## src/rtl/basic_comp_pkg.sv

```systemverilog
// Shared encodings for the basic computer: ALU codes, bus sources, opcodes,
// register-reference bit positions and the sequencer state type.
package basic_comp_pkg;

    localparam int DATA_W = 16;
    localparam int SC_W   = 3;

    typedef enum logic [1:0] {
        ST_IDLE,
        ST_RUN,
        ST_HALT
    } fsm_t;

    localparam logic [3:0] ALU_NOP = 4'b0000;
    localparam logic [3:0] ALU_AND = 4'b0001;
    localparam logic [3:0] ALU_ADD = 4'b0010;
    localparam logic [3:0] ALU_LDA = 4'b0011;
    localparam logic [3:0] ALU_CMA = 4'b1001;
    localparam logic [3:0] ALU_CME = 4'b1010;
    localparam logic [3:0] ALU_CIR = 4'b1011;
    localparam logic [3:0] ALU_CIL = 4'b1100;

    localparam logic [2:0] BUS_NONE = 3'd0;
    localparam logic [2:0] BUS_AR   = 3'd1;
    localparam logic [2:0] BUS_PC   = 3'd2;
    localparam logic [2:0] BUS_DR   = 3'd3;
    localparam logic [2:0] BUS_AC   = 3'd4;
    localparam logic [2:0] BUS_IR   = 3'd5;
    localparam logic [2:0] BUS_MEM  = 3'd7;

    localparam int OP_AND = 0;
    localparam int OP_ADD = 1;
    localparam int OP_LDA = 2;
    localparam int OP_STA = 3;
    localparam int OP_BUN = 4;
    localparam int OP_BSA = 5;
    localparam int OP_ISZ = 6;
    localparam int OP_REG = 7;

    localparam int RR_CLA = 11;
    localparam int RR_CLE = 10;
    localparam int RR_CMA = 9;
    localparam int RR_CME = 8;
    localparam int RR_CIR = 7;
    localparam int RR_CIL = 6;
    localparam int RR_INC = 5;
    localparam int RR_SPA = 4;
    localparam int RR_SNA = 3;
    localparam int RR_SZA = 2;
    localparam int RR_SZE = 1;
    localparam int RR_HLT = 0;

endpackage

```

## src/rtl/timing_decoder.sv

```systemverilog
// One-hot decode of the sequence counter (T0..T6) and the opcode (D0..D7).
module timing_decoder
    import basic_comp_pkg::*;
#(
    parameter int SC_W_P = SC_W
) (
    input  logic [SC_W_P-1:0] i_sc,
    input  logic [2:0]        i_op,
    output logic [6:0]        o_t,
    output logic [7:0]        o_d
);

    always_comb begin
        o_t = '0;
        o_d = '0;
        for (int unsigned k = 0; k < 7; k++)
            o_t[k] = (i_sc == SC_W_P'(k));
        for (int unsigned k = 0; k < 8; k++)
            o_d[k] = (i_op == 3'(k));
    end

endmodule

```

## src/rtl/basic_control_sequencer.sv

```systemverilog
// Timing and control unit: sequence counter, instruction decode and the
// per-cycle bus/memory/register strobes for the 16-bit basic computer.
module basic_control_sequencer
    import basic_comp_pkg::*;
#(
    parameter int DATA_W_P = DATA_W,
    parameter int SC_W_P   = SC_W
) (
    input  logic                clk,
    input  logic                reset,
    input  logic                start,
    input  logic [DATA_W_P-1:0] ir_outdata,
    input  logic [DATA_W_P-1:0] ac_outdata,
    input  logic [DATA_W_P-1:0] dr_outdata,
    input  logic                e_outdata,
    output logic [SC_W_P-1:0]   sc_out,
    output logic [2:0]          bus_sel,
    output logic                mem_read,
    output logic                mem_write,
    output logic                ar_ld,
    output logic                ar_inc,
    output logic                pc_ld,
    output logic                pc_inc,
    output logic                dr_ld,
    output logic                dr_inc,
    output logic                ac_ld,
    output logic                ac_clr,
    output logic                ac_inc,
    output logic                ir_ld,
    output logic                e_clr,
    output logic [3:0]          alu_code,
    output logic                halted
);

    fsm_t              r_fsm;
    logic [SC_W_P-1:0] r_sc;
    logic              r_i;
    logic [6:0]        w_t;
    logic [7:0]        w_d;
    logic              w_sc_clr;
    logic              w_halt_req;

    timing_decoder #(.SC_W_P(SC_W_P)) u_dec (
        .i_sc (r_sc),
        .i_op (ir_outdata[14:12]),
        .o_t  (w_t),
        .o_d  (w_d)
    );

    assign sc_out = r_sc;
    assign halted = (r_fsm == ST_HALT);

    // Gating on reset keeps the cycle in which reset is sampled strobe-free.
    always_comb begin
        bus_sel = BUS_NONE; alu_code = ALU_NOP;
        mem_read = 1'b0; mem_write = 1'b0;
        ar_ld = 1'b0; ar_inc = 1'b0; pc_ld = 1'b0; pc_inc = 1'b0;
        dr_ld = 1'b0; dr_inc = 1'b0; ac_ld = 1'b0; ac_clr = 1'b0;
        ac_inc = 1'b0; ir_ld = 1'b0; e_clr = 1'b0;
        w_sc_clr = 1'b0; w_halt_req = 1'b0;
        if (r_fsm == ST_RUN && !reset) begin
            if (w_t[0]) begin
                bus_sel = BUS_PC; ar_ld = 1'b1;
            end
            if (w_t[1]) begin
                bus_sel = BUS_MEM; mem_read = 1'b1; ir_ld = 1'b1; pc_inc = 1'b1;
            end
            if (w_t[2]) begin
                bus_sel = BUS_IR; ar_ld = 1'b1;
            end
            if (w_t[3]) begin
                if (!w_d[OP_REG]) begin
                    if (r_i) begin
                        bus_sel = BUS_MEM; mem_read = 1'b1; ar_ld = 1'b1;
                    end
                end else begin
                    w_sc_clr = 1'b1;
                    // Lowest-index bit has priority when several are set.
                    if (!r_i) begin
                        if      (ir_outdata[RR_HLT]) w_halt_req = 1'b1;
                        else if (ir_outdata[RR_SZE]) pc_inc = !e_outdata;
                        else if (ir_outdata[RR_SZA]) pc_inc = (ac_outdata == '0);
                        else if (ir_outdata[RR_SNA]) pc_inc = ac_outdata[DATA_W_P-1];
                        else if (ir_outdata[RR_SPA]) pc_inc = !ac_outdata[DATA_W_P-1];
                        else if (ir_outdata[RR_INC]) ac_inc = 1'b1;
                        else if (ir_outdata[RR_CIL]) begin ac_ld = 1'b1; alu_code = ALU_CIL; end
                        else if (ir_outdata[RR_CIR]) begin ac_ld = 1'b1; alu_code = ALU_CIR; end
                        else if (ir_outdata[RR_CME]) alu_code = ALU_CME;
                        else if (ir_outdata[RR_CMA]) begin ac_ld = 1'b1; alu_code = ALU_CMA; end
                        else if (ir_outdata[RR_CLE]) e_clr = 1'b1;
                        else if (ir_outdata[RR_CLA]) ac_clr = 1'b1;
                    end
                end
            end
            if (w_t[4]) begin
                if (w_d[OP_AND] || w_d[OP_ADD] || w_d[OP_LDA] || w_d[OP_ISZ]) begin
                    bus_sel = BUS_MEM; mem_read = 1'b1; dr_ld = 1'b1;
                end
                if (w_d[OP_STA]) begin
                    bus_sel = BUS_AC; mem_write = 1'b1; w_sc_clr = 1'b1;
                end
                if (w_d[OP_BUN]) begin
                    bus_sel = BUS_AR; pc_ld = 1'b1; w_sc_clr = 1'b1;
                end
                if (w_d[OP_BSA]) begin
                    bus_sel = BUS_PC; mem_write = 1'b1; ar_inc = 1'b1;
                end
            end
            if (w_t[5]) begin
                if (w_d[OP_AND] || w_d[OP_ADD] || w_d[OP_LDA]) begin
                    ac_ld = 1'b1; w_sc_clr = 1'b1;
                    alu_code = w_d[OP_AND] ? ALU_AND : (w_d[OP_ADD] ? ALU_ADD : ALU_LDA);
                end
                if (w_d[OP_BSA]) begin
                    bus_sel = BUS_AR; pc_ld = 1'b1; w_sc_clr = 1'b1;
                end
                if (w_d[OP_ISZ]) dr_inc = 1'b1;
            end
            if (w_t[6] && w_d[OP_ISZ]) begin
                bus_sel = BUS_DR; mem_write = 1'b1; w_sc_clr = 1'b1;
                pc_inc = (dr_outdata == '0);
            end
        end
    end

    always_ff @(posedge clk) begin
        if (reset) begin
            r_fsm <= ST_IDLE;
            r_sc  <= '0;
            r_i   <= 1'b0;
        end else begin
            case (r_fsm)
                ST_IDLE: begin
                    if (start) r_fsm <= ST_RUN;
                    r_sc <= '0;
                end
                ST_RUN: begin
                    if (w_t[2]) r_i <= ir_outdata[DATA_W_P-1];
                    if (w_halt_req) begin
                        r_fsm <= ST_HALT;
                        r_sc  <= '0;
                    end else if (w_sc_clr) begin
                        r_sc <= '0;
                    end else begin
                        r_sc <= r_sc + 1'b1;
                    end
                end
                default: r_fsm <= ST_HALT;
            endcase
        end
    end

endmodule

```

## config.mk

```make
export PLATFORM = sky130hd
export DESIGN_NAME = basic_control_sequencer
export DESIGN_NICKNAME = d
export VERILOG_FILES = /design/src/rtl/basic_comp_pkg.sv /design/src/rtl/timing_decoder.sv /design/src/rtl/basic_control_sequencer.sv
export SDC_FILE = /design/constraint.sdc
export NUM_CORES = 1
export LEC_CHECK = 0
export CAP_MARGIN = 5
export CORE_AREA = 2 2 60 62
export CTS_CLUSTER_SIZE = 20
export DETAILED_ROUTE_END_ITERATION = 12
export DIE_AREA = 0 0 62 64
export PLACE_DENSITY = 0.74
export RECOVER_POWER = 100
export SLEW_MARGIN = 5
export SYNTH_ARGS = -nofsm -noshare
export SYNTH_HDL_FRONTEND = slang
export SYNTH_SLANG_ARGS = --single-unit
```

## constraint.sdc

```tcl
create_clock -name clk -period 2 [get_ports clk]
set_input_delay 0.3 -clock clk [delete_from_list [all_inputs] [get_ports clk]]
set_output_delay 0.3 -clock clk [all_outputs]
set_load 0.01 [all_outputs]
```

# Word level (Yosys, flattened, before mapping)
# Index checks and enable logic that the tools add are counted.
word_totals:
  output_inout_bits: 24
  elab_cells: 191
  reg_bits: 6
op_classes:
  add_sub_neg: 1
  n_eq_ne: 17
  n_reduce_logical: 16
  mux: 154
op_table:
  columns: ["cell", "count"]
  rows:
  - ["two-way mux 1 bit", 116]
  - ["two-way mux 4 bit", 16]
  - ["two-way mux 3 bit", 16]
  - ["zero test 16 bit", 2]
  - ["== test 3 bit, second input constant", 7]
  - ["== test 3 x 2 -> 1 bit, second input constant", 4]
  - ["two-way mux 2 bit", 4]
  - ["== test 3 x 1 -> 1 bit, second input constant", 2]
  - ["zero test 3 bit", 2]
  - ["one-hot mux 3 bit (2 select lines)", 1]
  - ["inequality test 2 bit, second input constant", 2]
  - ["one-hot mux 2 bit (2 select lines)", 1]
  - ["AND reduction 2 bit", 2]
  - ["adder 3 x 1 -> 3 bit, second input constant", 1]
  - ["zero test 1 bit", 3]
  - ["logical OR 1 bit", 3]
  - ["== test 2 x 1 -> 1 bit, second input constant", 1]
  - ["== test 2 bit, second input constant", 1]
  - ["logical AND 1 bit", 2]
  - ["zero test 2 bit", 1]
  - ["nonzero test 2 bit", 1]

# Logic depth before layout (Yosys ltp)
logic_depth:
  ltp_word: 16
  mapped_depth: 7
  depth_no_buf: 6

# By module
# Synthesis repeated with hierarchy kept, for this count alone.
unflattened:
  cells_unflattened: 132
  hier_area_um2: 942.2
by_module_without_submodules:
  columns: ["module", "area_each_um2", "cells_per_inst", "n_inst", "seq_area_each_um2"]
  rows:
  - ["basic_control_sequencer", 823.3, 117, 1, 120.1]
  - ["timing_decoder", 118.9, 15, 1, 0.0]

# Worst setup path after synthesis
# OpenSTA, ideal clock, no wires.
synth_timing:
  kind: "reg2out"
  startpoint: "reg r_sc[1] (netlist: sc_out[1])"
  endpoint: "out bus_sel[2]"
  setup_slack_ns: -0.017
  required_time_ns: 1.700
  path_stages_with_launch: 7
  t_arrival_ns: 1.717
  path_cell_list: "dfxtp_1 > inv_1 > ha_1 > and3b_1 > o21bai_1 > and3_1 > a2111oi_2"
synth_via:
  elab_chain_len: 15
  word_cells_on_any_way: 21
  cone_classes: "eq/ne: 6; mux: 14; reduce/logical: 1"
synth_rtl:
  columns: ["element", "line_no", "text"]
  rows:
  - ["from (decl)", "basic_control_sequencer.sv:36", "logic [SC_W_P-1:0] r_sc;"]
  - ["from (signal assigned)", "basic_control_sequencer.sv:145", "r_sc <= r_sc + 1'b1;"]
  - ["== test 3 x 1 -> 1 bit", "timing_decoder.sv:17", "o_t[k] = (i_sc == SC_W_P'(k));"]
  - ["two-way mux 3 bit", "basic_control_sequencer.sv:65", "if (w_t[1]) begin"]
  - ["two-way mux 3 bit", "basic_control_sequencer.sv:68", "if (w_t[2]) begin"]
  - ["two-way mux 3 bit", "basic_control_sequencer.sv:73", "if (r_i) begin"]
  - ["two-way mux 3 bit", "basic_control_sequencer.sv:72", "if (!w_d[OP_REG]) begin"]
  - ["two-way mux 3 bit", "basic_control_sequencer.sv:71", "if (w_t[3]) begin"]
  - ["two-way mux 3 bit", "basic_control_sequencer.sv:96", "if (w_d[OP_AND] || w_d[OP_ADD] || w_d[OP_LDA] || w_d[OP_ISZ]) begin"]
  - ["two-way mux 3 bit", "basic_control_sequencer.sv:99", "if (w_d[OP_STA]) begin"]
  - ["two-way mux 3 bit", "basic_control_sequencer.sv:102", "if (w_d[OP_BUN]) begin"]
  - ["two-way mux 3 bit", "basic_control_sequencer.sv:105", "if (w_d[OP_BSA]) begin"]
  - ["two-way mux 3 bit", "basic_control_sequencer.sv:95", "if (w_t[4]) begin"]
  - ["two-way mux 3 bit", "basic_control_sequencer.sv:114", "if (w_d[OP_BSA]) begin"]
  - ["two-way mux 3 bit", "basic_control_sequencer.sv:109", "if (w_t[5]) begin"]
  - ["two-way mux 3 bit *", "basic_control_sequencer.sv:119", "if (w_t[6] && w_d[OP_ISZ]) begin"]
  - ["two-way mux 3 bit *", "basic_control_sequencer.sv:61", "if (r_fsm == ST_RUN && !reset) begin"]
  - ["to (decl)", "basic_control_sequencer.sv:17", "output logic [2:0] bus_sel,"]
# Every way passes the cells marked *; elsewhere a longest branch is shown, timed or not.

# Worst setup path in the final report
# Ends and elaborated chain as after synthesis.

==> run_results.csv <==
group,metric,value,unit
critical_path,cp-end-kind,"primary output",
floorplan,design.core.area,3280,um2
layout,num-nets-final,331,
yosys,synth_enable_flop_cells,0,
drt,vias,1579,
sta,rsz0062_at_grt,"true",
critical_path,r2r_start,"sc_out[1]$_SDFFE_PP0P_",
drt,drt_first_pass_iters,4,
sta,hold_ws,0.529,ns
critical_path,cp_data_required_time,1.70,ns
pwr,p_leak,0.00107,uW
pwr,p_per_area,213,nW/um2
placed_design,pre_cts_ws,-0.710,ns
pwr,seqPwrFrac,24.8,%
critical_path,path_cells,"buf_6 -> ha_4 -> buf_4 -> or2_4 -> a32o_2 -> a21oi_2 -> a2111oi_4 -> buf_2",
layout,multi_input_area,978,um2
cts,cts_hold_buf,0,
yosys,synth_fp_nets,200,
cts,clockBufferDepth,2,
placed_design,place_congestion,0.883,
critical_path,start_kind,"register",
floorplan,fp.dieArea,3970,um2
sta,fin_ws,-0.155,ns
sta,period_share,108,%
critical_path,cp_slowest_stage_delay,0.37,ns
grt,antenna_found_initial,0,
floorplan,start_util,30.6,%
layout,final_common_cell,"buf_4",
sta,slew_headroom,77.5,%
yosys,synthCells,143,
layout,fin_util,72.7,%
critical_path,r2r-end,"r_i$_SDFFE_PP0P_",
critical_path,crit_arrival,1.85,ns
cts,clock_sinks,6,
sta,fin_setup_tns,-0.871,ns
sta,hold_violations,0,
status,outcome,"finished with violations",
pwr,p_clk_share,20.7,%
layout,area_growth,138,%
sta,fmax,464,MHz
yosys,netlist_area,1000,um2
sta,report.final.slew_viol_count,0,
sta,worst_slew_pin_slew,0.332,ns
yosys,ys_types,51,
yosys,synthArstFlopShare,0,%
cts,cts_tree,"done",
pwr,p_switching,145,uW
pwr,p_sw_share,28.6,%
cts,clk_pin_slew,0.04,ns
cts,cts_buffers,3,
sta,setup_viol,10,
pwr,ir_worst_vdd,0.273,mV
placed_design,hpwl,3180,um
yosys,ys.flop_type,"dfxtp_1",
floorplan,ios,76,
sta,fin_crit,2.15,ns
cts,cts-root-buf,"clkbuf_4",
hold_path,hold_start,"reset",
grt,grt_max_degree,15,
critical_path,path_class,"reg2out",
sta,finClkSkew,0.00545,ns
yosys,ys_ff_latch,6,
layout,nFillCells,256,
critical_path,worstPathMaxFanout,4,
cts,htreeDepth,1,
cts,clock_latency,0.24,ns
hold_path,hold_end,"r_fsm[1]$_SDFFE_PP0P_",
pwr,intPower,363,uW
critical_path,reg2reg_depth,8,
floorplan,rows,21,
placed_design,portBuffers,75,
hold_path,hold-path-cell-count,3,
layout,final-seq-area,129,um2
layout,layout_common_cells,"buf_4, clkdlybuf4s50_1, nand2_1",
status,violations,"negative setup slack",
yosys,synth_area_per_cell,7.03,um2
grt,grt_usage,19.5,%
critical_path,crit_slowest_cell,"dfxtp_4",
drt,drc,0,
drt,ant_nets,0,
critical_path,r2r_slack,0.35,ns
grt,grt_pass1_wl,6170,um
drt,routed_wl,4320,um
floorplan,dieHeight,64,um
yosys,synth-seq-area-share,12.0,%
hold_path,hp-class,"in2reg",
grt,grt_pass1_vias,1422,
drt,vias_per_cell,4.97,
pwr,pwr-share-comb,54.6,%
drt,drtIter0Drc,25,
layout,num_antenna_cells,0,
layout,drive_gt1_share,45.2,%
grt,grt_overflow,0,
floorplan,die_x,62,um
yosys,synth_warnings,0,
drt,wl_per_cell,13.6,um
job,maxCapViolCount,0,
==> repair_timing <==
item                       4_1_cts  5_1_grt
setup endpoints to repair       20       19
pin swaps                       11       21
setup buffers                    5        7
gates resized for setup         92       46
==> cells by family (layout without fill, tap and decap cells) <==
group | count (synthesis) | count (layout) | share of synthesized area (%)
xor gates and xnor gates | 2 | 2 | 1.74
and+or+nand+nor | 82 | 82 | 48.1
AOI/OAI and AO/OA | 29 | 29 | 20.2
muxes | 3 | 3 | 2.99
buffers and inverters | 16 | 145 | 8.84
DFF | 6 | 6 | 12.0
adders and majority gates | 5 | 5 | 6.23
==> layer usage <==
metal  wire (um)  vias up  GRT usage, %
li1            -      800             -
met1        1700      732          25.2
met2        2380       41          35.0
met3         194        6          1.01
met4          42        0          3.19
met5           0        -             0
==> sequential cells by signal, indices dropped and copies added (netlist names) <==
signal / cells
r_i: 1
r_fsm: 2
sc_out: 3
==> cell type report <==
type	count	area share, %
clock buffer	3	0.943
inverter	8	1.47
multi-input combinational	121	41.0
sequential	6	5.40
tap	46	2.41
timing repair buffer	134	48.8
==> critical path: cells and delay by family, from the launching register on <==
kind                       cells  cell delay [ns]
buffers and inverters          3             0.41
adders and majority gates      1             0.16
and+or+nand+nor                1             0.21
DFF                            1             0.37
AOI/OAI and AO/OA              3             0.47
==> through the flow <==
step	total power, uW	cell area, um2	cells
floorplan	209	1020	143
global placement	377	2130	304
detailed placement	379	2130	304
CTS	492	2190	312
global route	541	2390	318
finish	508	2390	318
==> synth_stat cells, drive strengths merged (2+ instances only) <==
cell	number	area share [%]
nand3	3	1.5
nor2	13	5.1
a21o	2	1.6
buf	5	3.7
or2	2	1.2
nor3	8	5.6
nor3b	4	3.0
a21oi	7	3.5
inv	8	3.0
nand4	3	1.9
a32oi	2	1.7
nor4	11	6.8
nand2	18	7.0
o31ai	4	3.0
dfxtp	6	12
or4	2	1.9
ha	5	6.2
or3	4	2.6
mux2i	3	3.0
clkbuf	3	2.1
and3	3	2.0
and2b	2	1.6
o21ai	5	2.5
and3b	2	1.7
a31oi	2	1.2
and4b	2	2.0
==> power by group through the flow <==
stage | Combinational (uW) | Clock [uW] | Sequential [uW]
6_report | 277 | 105 | 126
5_1_grt | 299 | 116 | 126
4_1_cts | 256 | 111 | 125
3_5_place_dp | 251 | 0 | 128
3_3_place_gp | 250 | 0 | 127
2_1_floorplan | 79.9 | 0 | 129
==> worst max path at each step <==
stage	from	to	slack (ns)	cells past startpoint
floorplan	sc_out[1]$_SDFFE_PP0P_	bus_sel[2]	0.04	6
global placement	ir_outdata[12]	pc_inc	-0.68	6
detailed placement	ir_outdata[12]	bus_sel[2]	-0.71	6
CTS	sc_out[1]$_SDFFE_PP0P_	bus_sel[2]	-0.18	8
global route	sc_out[1]$_SDFFE_PP0P_	pc_inc	-0.23	7
finish	sc_out[1]$_SDFFE_PP0P_	bus_sel[2]	-0.15	8
No activity file was read; power rests on OpenSTA's default activity.
